**src/rtl/ddr_pkg.sv**
```systemverilog
// ddr_pkg: shared constants and FSM state type for the DDR packet reader
package ddr_pkg;
    localparam int DDR_LINE_W         = 256;
    localparam int DDR_ADDR_W         = 25;
    localparam int WORDS_PER_LINE     = 8;
    localparam int HDR_LEN_WORD       = 1;
    localparam int PAYLOAD_FIRST_WORD = 2;

    typedef enum logic [3:0] {
        IDLE,
        HDR_REQ,
        HDR_WAIT,
        CHECK,
        STREAM,
        RD_REQ,
        RD_WAIT,
        DONE,
        ERR
    } rd_state_e;
endpackage

```
**src/rtl/ddr_line_unpack.sv**
```systemverilog
// ddr_line_unpack: 8x32 line buffer with a word index that selects the presented word
module ddr_line_unpack
    import ddr_pkg::*;
(
    input  logic                  clk,
    input  logic                  reset,
    input  logic                  load,
    input  logic                  set_idx,
    input  logic [2:0]            idx_val,
    input  logic                  advance,
    input  logic [DDR_LINE_W-1:0] line,
    output logic [31:0]           word,
    output logic [15:0]           len,
    output logic                  last
);
    logic [31:0] lane_q [WORDS_PER_LINE];
    logic [2:0]  idx;

    always_ff @(posedge clk) begin
        if (reset) begin
            lane_q <= '{default: '0};
            idx    <= '0;
        end else begin
            if (load)
                for (int k = 0; k < WORDS_PER_LINE; k++)
                    lane_q[k] <= line[32*k +: 32];
            if (set_idx)
                idx <= idx_val;
            else if (advance)
                idx <= idx + 3'd1;
        end
    end

    assign word = lane_q[idx];
    assign len  = lane_q[HDR_LEN_WORD][15:0];
    assign last = idx == 3'(WORDS_PER_LINE - 1);
endmodule

```
**src/rtl/ddr_pkt_reader_256.sv**
```systemverilog
// ddr_pkt_reader_256: reads a length-prefixed frame from DDR one 256-bit line at a time
// and streams it as 32-bit words with sop/eop/empty framing and valid/ready backpressure.
module ddr_pkt_reader_256
    import ddr_pkg::*;
#(
    parameter logic [DDR_ADDR_W-1:0] BASE_LINE = 25'd0,
    parameter logic [15:0]           MAX_BYTES = 16'd2048,
    parameter logic [15:0]           TIMEOUT   = 16'd1024
) (
    input  logic                  clk,
    input  logic                  reset,
    input  logic                  start,
    output logic                  busy,
    output logic                  done,
    output logic                  error,
    output logic                  rd_rq,
    output logic [DDR_ADDR_W-1:0] rd_adr,
    input  logic                  rd_valid,
    input  logic [DDR_LINE_W-1:0] rd_data,
    output logic [31:0]           tx_data,
    output logic                  tx_valid,
    input  logic                  tx_ready,
    output logic                  tx_sop,
    output logic                  tx_eop,
    output logic [1:0]            tx_empty
);
    rd_state_e             state, state_d;
    logic [DDR_ADDR_W-1:0] line_q, line_d;
    logic [16:0]           left_q, left_d;
    logic [1:0]            empty_q, empty_d;
    logic                  sop_q, sop_d;
    logic                  error_q, error_d;
    logic [15:0]           cnt_q, cnt_d;
    logic                  load, set_idx, advance, last;
    logic [2:0]            idx_val;
    logic [31:0]           word;
    logic [15:0]           len;
    logic                  wait_st, fire, timed_out;

    ddr_line_unpack u_unpack (
        .clk     (clk),
        .reset   (reset),
        .load    (load),
        .set_idx (set_idx),
        .idx_val (idx_val),
        .advance (advance),
        .line    (rd_data),
        .word    (word),
        .len     (len),
        .last    (last)
    );

    assign wait_st   = state == HDR_WAIT || state == RD_WAIT;
    assign fire      = tx_valid && tx_ready;
    // cnt_q counts cycles since the rd_rq strobe, so ERR lands exactly TIMEOUT cycles after it
    assign timed_out = cnt_q >= TIMEOUT - 16'd1;

    always_ff @(posedge clk) begin
        if (reset) begin
            state   <= IDLE;
            line_q  <= '0;
            left_q  <= '0;
            empty_q <= '0;
            sop_q   <= 1'b0;
            error_q <= 1'b0;
            cnt_q   <= '0;
        end else begin
            state   <= state_d;
            line_q  <= line_d;
            left_q  <= left_d;
            empty_q <= empty_d;
            sop_q   <= sop_d;
            error_q <= error_d;
            cnt_q   <= cnt_d;
        end
    end

    always_comb begin
        state_d = state;
        line_d  = line_q;
        left_d  = left_q;
        empty_d = empty_q;
        sop_d   = sop_q;
        error_d = error_q;
        cnt_d   = wait_st ? cnt_q + 16'd1 : 16'(rd_rq);
        load    = 1'b0;
        set_idx = 1'b0;
        idx_val = '0;
        advance = 1'b0;
        case (state)
            IDLE: if (start) begin
                state_d = HDR_REQ;
                error_d = 1'b0;
            end
            HDR_REQ: state_d = HDR_WAIT;
            RD_REQ:  state_d = RD_WAIT;
            HDR_WAIT, RD_WAIT: if (rd_valid) begin
                load    = 1'b1;
                set_idx = state == RD_WAIT;
                state_d = state == RD_WAIT ? STREAM : CHECK;
            end else if (timed_out) begin
                state_d = ERR;
            end
            CHECK: if (len == 16'd0 || len > MAX_BYTES) begin
                state_d = ERR;
            end else begin
                state_d = STREAM;
                set_idx = 1'b1;
                idx_val = 3'(PAYLOAD_FIRST_WORD);
                line_d  = BASE_LINE;
                left_d  = (17'(len) + 17'd3) >> 2;
                empty_d = 2'd0 - len[1:0];
                sop_d   = 1'b1;
            end
            STREAM: if (fire) begin
                advance = 1'b1;
                sop_d   = 1'b0;
                left_d  = left_q - 17'd1;
                if (left_q == 17'd1) begin
                    state_d = DONE;
                end else if (last) begin
                    state_d = RD_REQ;
                    line_d  = line_q + DDR_ADDR_W'(1);
                end
            end
            default: state_d = IDLE;
        endcase
        if (state_d == ERR)
            error_d = 1'b1;
    end

    assign busy     = !(state inside {IDLE, DONE, ERR});
    assign done     = state == DONE;
    assign error    = error_q;
    assign rd_rq    = state == HDR_REQ || state == RD_REQ;
    assign rd_adr   = state == HDR_REQ ? BASE_LINE : state == RD_REQ ? line_q : '0;
    assign tx_valid = state == STREAM;
    assign tx_data  = tx_valid ? word : '0;
    assign tx_sop   = tx_valid && sop_q;
    assign tx_eop   = tx_valid && left_q == 17'd1;
    assign tx_empty = tx_eop ? empty_q : '0;
endmodule

```
**config.mk**
```make
export PLATFORM = sky130hd
export DESIGN_NAME = ddr_pkt_reader_256
export DESIGN_NICKNAME = d
export VERILOG_FILES = /design/src/rtl/ddr_pkg.sv /design/src/rtl/ddr_line_unpack.sv /design/src/rtl/ddr_pkt_reader_256.sv
export SDC_FILE = /design/constraint.sdc
export NUM_CORES = 1
export LEC_CHECK = 0
export ABC_AREA = 0
export CORE_MARGIN = 4
export CORE_UTILIZATION = 25
export DETAILED_ROUTE_END_ITERATION = 10
export DONT_BUFFER_PORTS = 1
export GPL_ROUTABILITY_DRIVEN = 0
export MAX_ROUTING_LAYER = met4
export PLACE_DENSITY = 0.37
export SLEW_MARGIN = 40
export SYNTH_ARGS = -nofsm -noshare
export SYNTH_HDL_FRONTEND = slang
export SYNTH_SLANG_ARGS = --single-unit
```
**constraint.sdc**
```tcl
create_clock -name clk -period 2.55 [get_ports clk]
set_input_delay 0.51 -clock clk [delete_from_list [all_inputs] [get_ports clk]]
set_output_delay 0.51 -clock clk [all_outputs]
set_load 0.01 [all_outputs]
```
======== After elaboration in Yosys (flattened, before gate mapping) ========
Index checks and enable logic that the tools add are counted.
operators by class
  reductions and logical operators ........ 20
  bitwise operators ....................... 3
  add/sub/neg operators ................... 6
  magnitude comparators ................... 3
  mux-type cells .......................... 42
  equality and inequality tests ........... 15
operators by type and width
  cell                                                                               number
  25-bit 2-to-1 mux                                                                  6
  32-bit binary-select mux with 3-bit select                                         1
  32-bit 2-to-1 mux                                                                  3
  25-bit case mux with 2 select lines                                                1
  17-bit 2-to-1 mux                                                                  2
  17-bit case mux with 2 select lines                                                1
  4-bit 2-to-1 mux                                                                   7
  25-bit by 1-bit adder with 25-bit output, second input constant                    1
  4-bit case mux with 6 select lines                                                 1
  16-bit by 2-bit adder with 17-bit output, second input constant                    1
  17-bit by 1-bit == test with 1-bit output, second input constant                   1
  17-bit by 1-bit subtractor with 17-bit output, second input constant               1
  16-bit by 1-bit adder with 16-bit output, second input constant                    1
  4-bit by 3-bit == test with 1-bit output, second input constant                    4
  16-bit by 10-bit >= comparator with 1-bit output, second input constant            1
  16-bit by 12-bit greater-than comparator with 1-bit output, second input constant  1
  16-bit logical NOT                                                                 1
  1-bit 2-to-1 mux                                                                   12
  3-bit 2-to-1 mux                                                                   3
  4-bit by 2-bit == test with 1-bit output, second input constant                    2
  4-bit == test, second input constant                                               2
  2-bit nonzero test                                                                 4
  2-bit 2-to-1 mux                                                                   3
  5-bit AND reduction                                                                1
  other kinds (18)                                                                   28
word-level totals
  logic and storage cells ................. 106
  input bits .............................. 261
  output and inout bits ................... 66
  bits in registers ....................... 325

======== Logic depth before layout (Yosys ltp) ========
Gate-level depths: netlist (run 1).
  word-level depth ........................ 8
  gate-level depth with buffers ........... 11
  depth with buffers taken out ............ 7

======== Modules after synthesis ========
From an unflattened synthesis (run 1), not the netlist that was laid out.
unflattened totals
  cell total of the unflattened synthesis .. 1541
  area total of the unflattened synthesis .. 15621.2 um^2
by module, submodules not included
  module              sequential area each (um^2)  instances  area each (um^2)  cells an instance
  ddr_line_unpack     5185.0                       1          11099.4           971
  ddr_pkt_reader_256  1321.3                       1          4521.8            570

======== Worst setup path before layout (run 1) ========
OpenSTA, ideal clock, no wires.
  kind .................................... reg2out
  start ................................... register u_unpack.idx[0]
  end ..................................... output port tx_data[14]
  required time ........................... 2.040 ns
  buffers on the path ..................... 2
  stages on the path, launching flop included .. 6
  data arrival time ....................... 2.060 ns
  path slack .............................. -0.020 ns
  cell sequence ........................... dfxtp_1 > clkbuf_1 > buf_1 > mux4_2 > mux2i_1 > nor2_1
between the ends
  word-level cells in the longest chain between the ends .. 5
ends and longest elaborated chain
  what                                                    RTL line                   RTL
  from (decl)                                             ddr_line_unpack.sv:17      logic [2:0] idx;
  from (signal assigned)                                  ddr_line_unpack.sv:28      idx <= idx_val;
  from (signal assigned)                                  ddr_line_unpack.sv:30      idx <= idx + 3'd1;
  3-bit inverter with 4-bit output (implied by the code)  ddr_line_unpack.sv:34      assign word = lane_q[idx];
  32-bit binary-select mux with 3-bit select              ddr_line_unpack.sv:34
  32-bit 2-to-1 mux (implied by the code) (2 in series)   ddr_line_unpack.sv:34
  32-bit 2-to-1 mux                                       ddr_pkt_reader_256.sv:138  assign tx_data = tx_valid ? word : '0;
  to (decl)                                               ddr_pkt_reader_256.sv:20   output logic [31:0] tx_data,
Every way passes these cells. The select of a mux whose other input is x is not followed.

======== Final worst setup path (run 1) ========
  start ................................... register left_q[6]
  end ..................................... output port tx_empty[1]
between the ends
  word-level cells in the longest chain between the ends .. 3
ends and longest elaborated chain
  what                                       RTL line                   RTL
  from (decl)                                ddr_pkt_reader_256.sv:29   logic [16:0] left_q, left_d;
  from (signal assigned)                     ddr_pkt_reader_256.sv:70   left_q <= left_d;
  17-bit by 1-bit == test with 1-bit output  ddr_pkt_reader_256.sv:140  assign tx_eop = tx_valid && left_q == 17'd1;
  1-bit logical AND                          ddr_pkt_reader_256.sv:140
  2-bit 2-to-1 mux                           ddr_pkt_reader_256.sv:141  assign tx_empty = tx_eop ? empty_q : '0;
  to (decl)                                  ddr_pkt_reader_256.sv:25   output logic [1:0] tx_empty
Every way passes these cells.

==> summary.md, run 1 <==
| Metric | Value |
|---|---|
| Status | finished with violations |
| Area grow syn2layout | 20.8% |
| Crit path max-delay cell type | or4_4 |
| Tightest Pin Transition | 1120 ps |
| Minimum clock period | 2830 ps |
| Mapped Nets | ~2000 |
| Fin area | 17600 um^2 |
| Max_cap viols | 0 |
| Gr ovfl total | 0 |
| Largest net degree at the start of global routing | 282 |
| Horiz. Die Dim | 249 um |
| First-pass GRT wire length | just over 80 mm |
| Vias | 12555 |
| Sinks on Clock Net | around 330 |
| Number of synthesized flops with an enable pin | 0 |
| Setup Viol. Count Final | 36 |
| Worst vdd ir | 0.377 mV |
| Post-route worst setup slack | -275 ps |
| Die height | 249 um |
| Post-synthesis sequential area ratio | around 45% |
| Initial antenna violation count | 3 |
| Hold-fix buffers, CTS | 0 |
| RSZ-0062 raised after global routing | yes |
| WL/cell | around 21 um |
| Clk pin slew, worst setup/hold paths | roughly 60 ps |
| Crit end category | primary output |
| Worst Path Arrival | between 2000 and 2500 ps |
| Cells after DPL | approximately 2500 |
| DP Area | 15800 um^2 |
| GRT Overall Usage | 17.1% |
| CTS tree | done |
| First drt pass iteration count | 5 |
| Leak | between 0.005 and 0.006 uW |
| Initial DRC Count | between 700 and 800 |
| Total CTS buffers | 43 |
| Slowest stage delay, CP | roughly 530 ps |
| Yosys top cell area share | 44.7% |
| Post-layout util | 30.5% |
| CTS max path bufs | 3 |
| Yosys cell types | between 40 and 50 |
| Num rows | 88 |
| Seq cells post-synth | approximately 330 |
| Register area | 6520 um^2 |
| Critical path fanouts, max | 4 |
| Mean Syn Cell Area | a little over 8 um^2 |
| Setup TNS | -4030 ps |
| Highest Clock Rate | ~350 MHz |
| CTS root buf | clkbuf_16 |
| Gate Count Post-Synth | between 1500 and 2000 |
| Post-synth top area cell | dfxtp_1 |
| IO Pins | 327 |
| Nets | 2058 |
| Area of the die | approximately 62000 um^2 |
| Post-DP HPWL | 36.1 mm |
| Hold depth | 1 |
| Synth top area cells | dfxtp_1 (45%), nand2_1 (14%), a21oi_1 (10%), mux4_2 (9.9%), clkbuf_1 (3.1%) |
| Skew final | 27.3 ps |
| Violated checks | negative setup slack |
| Clock Latency Late Sink | 580 ps |
| R2R cell count | 7 |
| CTS H-Tree Depth | 2 |
| Slew headroom | around a quarter |
| Drt drc | 0 |
| Primary FF master, synth | dfxtp_1 |
| Total core area | 57700 um^2 |
| Crit path cell chain | or4_4, or3_4, nor4_4, buf_6, and2_4 |
| Hold/Removal Path Class | in -> reg |
| PD cells | 667 nW/um^2 |
| Final wirelength | 53.8 mm |
| Final Cycle Share | 111% |
| Initial Util | 25.3% |
| Cell Area, Synth | 14600 um^2 |
| Vias in the first global route | 12669 |
| Syn. warnings | 0 |
| Slew Viols, Final | 0 |
| FFs w/ async S/R, synth | 0% |
| Remaining antenna violation count after routing | 0 |
| Multi-input logic area | 7560 um^2 |
| Fin. Hold Viols | 0 |
| Via density | 4.85 |
| Fillers | 6227 |
| Non-Filler Instances | 2591 |
| Share of layout cells above drive strength 1 | between 10 and 15% |
| WP data required | 2040 ps |
| Port bufs | 0 |
| Setup CP Type | reg -> out |
| Worst Setup Start Kind | flop |
-- report_power, final --
part	leakage [uW]	internal, uW	switching [uW]	total, uW
Sequential	0.00263	5210	67.0	5270
Combinational	0.00236	233	364	597
Clock	0.000675	3470	2390	5860
-- cell families after synthesis --
family | synth area share [%]
AO/OA/AOI/OAI | 13.3
XOR/XNOR | 1.62
adder cells (fa/ha/maj) | 0.601
buffers and inverters | 4.06
flip-flops | 44.7
multiplexers | 12.5
AND/OR/NAND/NOR | 23.2
-- cells in the mapped netlist, types with 2 or more instances --
| master | n |
|---|---|
| a21oi_1 | 303 |
| a31o_2 | 2 |
| a31oi_1 | 3 |
| and2_1 | 4 |
| and3_1 | 37 |
| and4_1 | 3 |
| buf_1 | 10 |
| buf_2 | 2 |
| buf_4 | 3 |
| clkbuf_1 | 121 |
| dfxtp_1 | 325 |
| ha_1 | 7 |
| inv_1 | 15 |
| mux2_2 | 2 |
| mux2i_1 | 36 |
| mux4_2 | 64 |
| nand2_1 | 553 |
| nand2b_1 | 3 |
| nand3_1 | 24 |
| nand3b_1 | 2 |
| nand4_1 | 12 |
| nor2_1 | 82 |
| nor2b_1 | 2 |
| nor3_1 | 18 |
| nor3b_1 | 2 |
| nor4_1 | 9 |
| nor4b_1 | 2 |
| o211ai_1 | 5 |
| o21ai_0 | 34 |
| o31ai_1 | 16 |
| or3_1 | 14 |
| or4_1 | 18 |
| or4_4 | 2 |
| xnor2_1 | 16 |
| xor2_1 | 11 |
-- per-layer routing --
layer / share of wire, % / wire length, um / track usage (%)
met2: 48 / 25900 / 27.7
met4: 1.9 / 1010 / 4.16
met3: 6.5 / 3520 / 5.24
met5: 0 / 0 / -
met1: 43 / 23300 / 20.9
-- area by class of cell --
| cell class | instances | share of cell area, % |
|---|---|---|
| multi-input cells | 1297 | 42.9 |
| flip-flops and latches | 325 | 37.0 |
| clock buffers | 63 | 7.05 |
| repair buffers | 108 | 6.53 |
| well taps | 765 | 5.44 |
| clock inverters | 14 | 0.626 |
| inverters | 15 | 0.320 |
| diodes | 4 | 0.0569 |
-- metrics by stage --
step	hold WS [ps]	worst slack, ps	power (uW)
global route	5.99	-378	12200
CTS	14.1	-332	12000
detailed placement	443	-60.7	5980
finish	39.1	-275	11700
floorplan	433	32.2	5830
global placement	437	-37.1	5970
-- registers in the layout, summed over array words and instances, names as in the netlist --
| signal | count |
|---|---|
| u_unpack.idx | 3 |
| sop_q | 1 |
| left_q | 17 |
| cnt_q | 16 |
| state | 4 |
| u_unpack.len | 16 |
| u_unpack.lane_q | 240 |
| empty_q | 2 |
| error | 1 |
| line_q | 25 |
-- what timing repair did --
action                                  in CTS  in global routing
pin swaps                                    5                  7
cloned                                       7                  1
resized for setup                           27                 18
endpoints found under the setup margin      37                 58
buffers inserted                            14                 12
-- worst paths after layout --
path / end / slack, ps / start
setup / recovery: tx_empty[1] / -280 / left_q[6]$_SDFFE_PP0P_
hold / removal: u_unpack.lane_q[254]$_SDFFE_PP0P_ / 40 / reset
setup reg to reg: line_q[1]$_SDFFE_PP0P_ / -10 / left_q[6]$_SDFFE_PP0P_
hold reg to reg: u_unpack.lane_q[16]$_SDFFE_PP0P_ / 450 / u_unpack.lane_q[16]$_SDFFE_PP0P_
-- critical path, delay by kind of cell, from the launching register on --
kind | cells | cell delay (ps)
buffers and inverters | 1 | 180
flip-flops | 1 | 320
AND/OR/NAND/NOR | 4 | 1250
-- layout by cell type (no fill, tap or decap), types with 4 or more instances in the layout --
cell,n
o211ai_1,5
a21oi_1,303
clkbuf_1,11
clkinv_2,9
nand3_1,24
dfxtp_1,321
nand4_1,12
clkbuf_16,44
nor2_2,10
ha_1,7
o21ai_0,34
o31ai_1,16
xor2_1,11
and3_1,37
mux2i_2,5
diode_2,4
clkbuf_8,9
buf_4,81
nor2_1,71
nor3_1,18
mux4_2,64
nand2_1,551
buf_16,5
or3_1,13
mux2i_1,30
or4_1,18
buf_12,15
nor4_1,9
inv_1,15
xnor2_1,16
No activity file was read; power rests on OpenSTA's default activity.
==> run 2: changes to the inputs <==
--- a/config.mk
+++ b/config.mk
@@ -16,4 +16,5 @@
 export SLEW_MARGIN = 40
 export SYNTH_ARGS = -nofsm -noshare
 export SYNTH_HDL_FRONTEND = slang
+export SYNTH_HIERARCHICAL = 1
 export SYNTH_SLANG_ARGS = --single-unit
==> summary.md, run 2 <==
| Metric | Value |
|---|---|
| Status | finished with violations |
| Violated checks | max-slew violations, negative setup slack |
| Slew headroom | -7.92% (-34 points) |
| Combinational share of power | 5.9% (+0.8 points) |
| CTS H-Tree Depth | 2 (unchanged) |
| Gate Count Post-Synth | 1541 (-13%) |
| Tightest Pin Transition | 1620 ps (+504 ps) |
| CTS tree | done |
| Die height | 258 um (+3.4%) |
| Port bufs | 0 (unchanged) |
| GRT Overall Usage | 15.9% (-1.2 points) |
| Mean Syn Cell Area | 10.1 um^2 (+23%) |
| Vias | 11348 (-9.6%) |
| Max_cap viols | 0 (unchanged) |
| Reg with most FFs | u_unpack/lane_q |
| Most instantiated library cell after synthesis | dfxtp_1 |
| First-pass GRT wire length | 78.3 mm (-2.8%) |
| Critical path fanouts, max | 9 (+5) |
| Synth top area cells | dfxtp_1 (42%), mux2i_1 (18%), mux4_2 (9.1%), nor2_1 (7.2%), mux2_2 (2.3%) |
| Overall power | 12200 uW (+4.0%) |
| WP data required | 2040 ps (about the same) |
| Clock Latency Late Sink | 560 ps (-20 ps) |
| Total core area | 61800 um^2 (+7.2%) |
| Highest Clock Rate | 360 MHz (+1.7%) |
| Post-synth top area cell | dfxtp_1 |
| Fin Hold WS | 88.9 ps (+49.8 ps) |
| Area grow syn2layout | 19.9% |
| Skew final | 12.2 ps (-15.1 ps) |
| Minimum clock period | 2780 ps (-46.6 ps) |
| Gr ovfl total | 0 (unchanged) |
| Nets | 1812 (-12%) |
| Post-route worst setup slack | -228 ps (+46.6 ps) |
| Initial antenna violation count | 20 (+17) |
| First drt pass iteration count | 5 (unchanged) |
| Crit end category | primary output |
| Worst Setup Start Kind | flop |
| R2R cell count | 7 (unchanged) |
| Clk pin slew, worst setup/hold paths | 60 ps (about the same) |
| Commonest non-fill, non-tap cell in the layout | dfxtp_1 |
| WL/cell | 22.0 um (+6.1%) |
| Remaining antenna violation count after routing | 0 (unchanged) |
| Post-synthesis sequential area ratio | 41.6% (-3.0 points) |
| Sinks on Clock Net | 325 (unchanged) |
| Hold depth | 2 (+1) |
| Final wirelength | 53.5 mm (-0.51%) |
| Slew Viols, Final | 85 (+85) |
| Setup CP Type | reg -> out |
| Num rows | 91 (+3.4%) |
| Area of the die | 66500 um^2 (+7.0%) |
| Syn. warnings | 6 (+6) |
| Commonest non-fill, non-tap cells in the layout | dfxtp_1 (322), nor2_1 (297), mux2i_1 (283) |
| Yosys cell types | 76 (+62%) |
| Post-DP HPWL | 36.7 mm (+1.5%) |
| Register area | 6520 um^2 (about the same) |
| Initial Util | 25.3% (about the same) |
| Leak | 0.00644 uW (+14%) |
| Non-Filler Instances | 2430 (-6.2%) |
| CTS max path bufs | 3 (unchanged) |
| Worst vdd ir | 0.418 mV (+11%) |
| Largest net degree at the start of global routing | 283 (+0.35%) |
| Yosys top cell area share | 41.6% (-3.0 points) |
| Initial DRC Count | 698 (-1.3%) |
| Drt drc | 0 (unchanged) |
| Number of synthesized flops with an enable pin | 0 (unchanged) |
| FFs w/ async S/R, synth | 0% (unchanged) |
| Max reg flops | 240 (unchanged) |
| IO Pins | 327 (unchanged) |
| Power Internal | 9340 uW (+4.8%) |
| Horiz. Die Dim | 258 um (+3.4%) |
| Vias in the first global route | 11703 (-7.6%) |
| CTS root buf | clkbuf_16 |
| Via density | 4.67 (-3.6%) |
| Hold-fix buffers, CTS | 0 (unchanged) |
| Fillers | 6374 (+2.4%) |
| Share of layout cells above drive strength 1 | 20.3% (+5.3 points) |
| Sequential power share | 43.3% (-1.6 points) |
| Fin. Hold Viols | 0 (unchanged) |
| Sw frac | 23.4% (-0.63 points) |
| Worst Path Arrival | 2270 ps (-50 ps) |
| Regs by FF count | u_unpack/lane_q: 240 flops, line_q: 25 flops, left_q: 17 flops |
| RSZ-0062 raised after global routing | yes |
| Total CTS buffers | 42 (-2.3%) |
| Cells after DPL | 2310 (-6.9%) |
| Clock Power Share | 50.8% (+0.8 points) |
| Final Cycle Share | 109% (-1.8 points) |
| Most common library cells after synthesis | dfxtp_1 (325), nor2_1 (299), mux2i_1 (283), nand2_1 (68), mux4_2 (63) |
| Seq cells post-synth | 325 (unchanged) |
| P_sw | 2860 uW (+1.2%) |
| Hold/Removal Path Class | in -> reg |
| Cell Area, Synth | 15600 um^2 (+7.2%) |
| Setup Viol. Count Final | 32 (-11%) |
| Primary FF master, synth | dfxtp_1 |
| PD cells | 651 nW/um^2 (-2.3%) |
| Multi-input logic area | 8570 um^2 (+13%) |
run 2: cell count changes in the layout (fill, tap and decap cells not counted), moves of 26 or more:
| cell | delta |
|---|---|
| o21ai_0 | -28 |
| mux2i_1 | +253 |
| a21oi_1 | -273 |
| and2_4 | +29 |
| nor2_1 | +226 |
| nand2_1 | -483 |
| buf_4 | -26 |
run 2: logic make-up after synthesis:
logic type	Yosys count	share of synthesized area [%]
AND/OR/NAND/NOR	557	16.6
adder cells (fa/ha/maj)	7	0.561
multiplexers	380	29.8
buffers and inverters	143	4.69
other	1	0.0240
flip-flops	325	41.6
XOR/XNOR	23	1.29
AO/OA/AOI/OAI	105	5.39
run 2: worst paths after layout:
kind | from | to | slack [ps]
max | u_unpack/idx[0]$_SDFFE_PP0P_ | tx_data[9] | -230
min | rd_data[78] | u_unpack/lane_q[174]$_SDFFE_PP0P_ | 90
max reg2reg | state[2]$_SDFF_PP0_ | left_q[12]$_SDFFE_PP0P_ | 280
min reg2reg | empty_q[1]$_SDFFE_PP0P_ | empty_q[1]$_SDFFE_PP0P_ | 470
run 2: worst max-delay path, cell delays in order (launching register included):
cell and delay (ps):
dfxtp_4 370, buf_12 180, clkbuf_16 180, mux4_2 540
mux2_4 280, and2_4 150
run 2: cell type report:
| type | count | area share (%) |
|---|---|---|
| Antenna cell | 19 | 0.254 |
| Clock buffer | 65 | 6.88 |
| Clock inverter | 9 | 0.742 |
| Inverter | 17 | 0.414 |
| Multi-Input combinational cell | 1074 | 45.7 |
| Sequential cell | 325 | 34.8 |
| Tap cell | 837 | 5.59 |
| Timing Repair Buffer | 84 | 5.58 |
run 2: power by group through the flow:
stage,clock [uW],sequential [uW],combinational [uW]
floorplan,0,5360,598
global placement,0,5400,675
detailed placement,0,5400,684
CTS,6440,5290,718
global route,6620,5300,790
finish,6190,5290,719
run 2: routing by layer:
metal	GRT usage (%)	wire length (um)
met5	-	0
met3	6.03	4540
met2	24.9	24900
met1	19.4	23000
met4	4.13	1030
run 2: through the flow:
| stage | TNS (ps) | setup slack, ps | utilization, % | area, um^2 |
|---|---|---|---|---|
| 2_1_floorplan | 0 | 262 | - | 15600 |
| 3_3_place_gp | 0 | 161 | 27.0 | 16700 |
| 3_5_place_dp | 0 | 165 | 27.0 | 16700 |
| 4_1_cts | -7660 | -286 | 30.0 | 18500 |
| 5_1_grt | -7560 | -278 | 30.3 | 18700 |
| 6_report | -5200 | -228 | 30.3 | 18700 |
run 2: timing repair:
| item | in CTS | in global routing |
|---|---|---|
| gates resized for setup | 62 | 18 |
| cloned | 4 | 4 |
| setup buffers | 14 | 7 |
| hold endpoints to repair | 0 | 0 |
| pin swaps | 0 | 4 |
| endpoints found under the setup margin | 36 | 36 |
==> run 3: changes to the inputs <==
--- a/config.mk
+++ b/config.mk
@@ -12,7 +12,7 @@
 export DONT_BUFFER_PORTS = 1
 export GPL_ROUTABILITY_DRIVEN = 0
 export MAX_ROUTING_LAYER = met4
-export PLACE_DENSITY = 0.37
+export PLACE_DENSITY = 0.5
 export SLEW_MARGIN = 40
 export SYNTH_ARGS = -nofsm -noshare
 export SYNTH_HDL_FRONTEND = slang
==> summary.md, run 3 (synthesized netlist as in run 2, its figures left out) <==
| Metric | Value |
|---|---|
| Status | finished with violations |
| Violated checks | negative setup slack |
| Setup Viol. Count Final | 32 (unchanged) |
| Largest net degree at the start of global routing | 283 (unchanged) |
| Commonest non-fill, non-tap cells in the layout | dfxtp_1 (319), nor2_1 (296), mux2i_1 (283) |
| CTS H-Tree Depth | 2 (unchanged) |
| Initial DRC Count | 633 (-9.3%) |
| Sinks on Clock Net | 325 (unchanged) |
| Sw frac | 23.6% (+0.20 points) |
| IO Pins | 327 (unchanged) |
| Slew Viols, Final | 0 (-100%) |
| Max_cap viols | 0 (unchanged) |
| Sequential power share | 44.2% (+0.9 points) |
| Drt drc | 0 (unchanged) |
| First-pass GRT wire length | 74.5 mm (-4.8%) |
| Nets | 1822 (+0.55%) |
| Final wirelength | 50.5 mm (-5.6%) |
| CTS root buf | clkbuf_16 |
| Crit end category | primary output |
| P_sw | 2820 uW (-1.1%) |
| Vias in the first global route | 11651 (-0.44%) |
| WL/cell | 20.8 um (-5.6%) |
| Minimum clock period | 2800 ps (+24.9 ps) |
| WP data required | 2040 ps (about the same) |
| Remaining antenna violation count after routing | 0 (unchanged) |
| Regs by FF count | u_unpack/lane_q: 240 flops, line_q: 25 flops, left_q: 17 flops |
| Clk pin slew, worst setup/hold paths | 60 ps (about the same) |
| Worst Path Arrival | 2290 ps (+20 ps) |
| CTS max path bufs | 3 (unchanged) |
| Setup TNS | -6720 ps (-1530 ps) |
| Hold-fix buffers, CTS | 0 (unchanged) |
| Highest Clock Rate | 357 MHz (-0.89%) |
| First drt pass iteration count | 4 (-1) |
| Horiz. Die Dim | 258 um (unchanged) |
| Slew headroom | 40.4% (+48 points) |
| Setup CP Type | reg -> out |
| Fin. Hold Viols | 0 (unchanged) |
| Critical path fanouts, max | 7 (-2) |
| Clock Power Share | 49.6% (-1.2 points) |
| Combinational share of power | 6.2% (+0.3 points) |
| Skew final | 15.9 ps (+3.64 ps) |
| Area grow syn2layout | 20.4% |
| Post-layout util | 30.4% (+0.13 points) |
| Vias | 11454 (+0.93%) |
| Worst Setup Start Kind | flop |
| Die height | 258 um (unchanged) |
| Commonest non-fill, non-tap cell in the layout | dfxtp_1 |
| Hold/Removal Path Class | in -> reg |
| Power Internal | 9140 uW (-2.2%) |
| CTS tree | done |
| Reg with most FFs | u_unpack/lane_q |
| Max reg flops | 240 (unchanged) |
| Initial Util | 25.3% (unchanged) |
| Area of the die | 66500 um^2 (unchanged) |
| Share of layout cells above drive strength 1 | 21.1% (+0.76 points) |
| Via density | 4.72 (+0.98%) |
| Worst vdd ir | 0.463 mV (+11%) |
| Post-DP HPWL | 35.3 mm (-3.8%) |
| Final Cycle Share | 110% (+0.98 points) |
| PD cells | 636 nW/um^2 (-2.4%) |
| Num rows | 91 (unchanged) |
| GRT Overall Usage | 15.1% (-0.85 points) |
| Clock Latency Late Sink | 560 ps (about the same) |
| Tightest Pin Transition | 893 ps (-725 ps) |
| Total CTS buffers | 41 (-2.4%) |
| Port bufs | 0 (unchanged) |
| Total core area | 61800 um^2 (unchanged) |
| Initial antenna violation count | 9 (-55%) |
| Gr ovfl total | 0 (unchanged) |
| Leak | 0.00648 uW (+0.61%) |
| Post-route worst setup slack | -253 ps (-24.9 ps) |
| RSZ-0062 raised after global routing | yes |
[run 3: layout make-up]
| class | instances | area, um^2 |
|---|---|---|
| Timing Repair Buffer | 95 | 1190 |
| Multi-Input combinational cell | 1074 | 8570 |
| Sequential cell | 325 | 6520 |
| Antenna cell | 8 | 20.0 |
| Fill cell | 6315 | 43000 |
| Clock inverter | 16 | 204 |
| Clock buffer | 57 | 1180 |
| Inverter | 17 | 77.6 |
| Tap cell | 837 | 1050 |
[run 3: metrics by stage]
stage          hold slack, ps  instance area (um^2)  total power, uW  setup slack (ps)  std cells
4_1_cts                  44.5                 18700            12200              -318       2415
6_report                 88.2                 18800            12000              -253       2429
3_3_place_gp              451                 16700             6060               197       2316
5_1_grt                  51.3                 18800            12500              -345       2429
3_5_place_dp              451                 16700             6080               171       2316
2_1_floorplan             432                 15600             5960               262       1542
[run 3: worst max-delay path: stages (launching register included)]
cell and delay (ps):
dfxtp_4 410, buf_6 150, buf_12 150, mux4_2 560
mux2_2 280, and2_1 180
[run 3: path summary, 6_finish.rpt]
check / from / slack (ps) / end / cells past startpoint
max reg2reg: state[3]$_SDFF_PP0_ / 240 / left_q[3]$_SDFFE_PP0P_ / 7
max: u_unpack/idx[0]$_SDFFE_PP0P_ / -250 / tx_data[29] / 5
min reg2reg: empty_q[0]$_SDFFE_PP0P_ / 460 / empty_q[0]$_SDFFE_PP0P_ / 2
min: reset / 90 / left_q[1]$_SDFFE_PP0P_ / 1
[run 3: power by group through the flow]
stage          Sequential (uW)  Clock [uW]  Combinational [uW]
2_1_floorplan             5360           0                 598
3_3_place_gp              5400           0                 669
3_5_place_dp              5400           0                 682
4_1_cts                   5290        6160                 732
5_1_grt                   5300        6350                 814
6_report                  5290        5930                 742
[run 3: metal layers]
| metal | up-vias | GRT usage [%] | wire, um |
|---|---|---|---|
| met4 | 0 | 3.92 | 1110 |
| met2 | 328 | 24.0 | 23600 |
| met5 | - | - | 0 |
| met1 | 5549 | 18.2 | 21600 |
| li1 | 5500 | - | - |
| met3 | 77 | 5.41 | 4170 |
[run 3: timing repair]
| item | 4_1_cts | 5_1_grt |
|---|---|---|
| gates cloned | 7 | 1 |
| gates resized for setup | 77 | 12 |
| setup endpoints to repair | 40 | 38 |
| setup buffers | 19 | 5 |
| pin swaps | 2 | 4 |
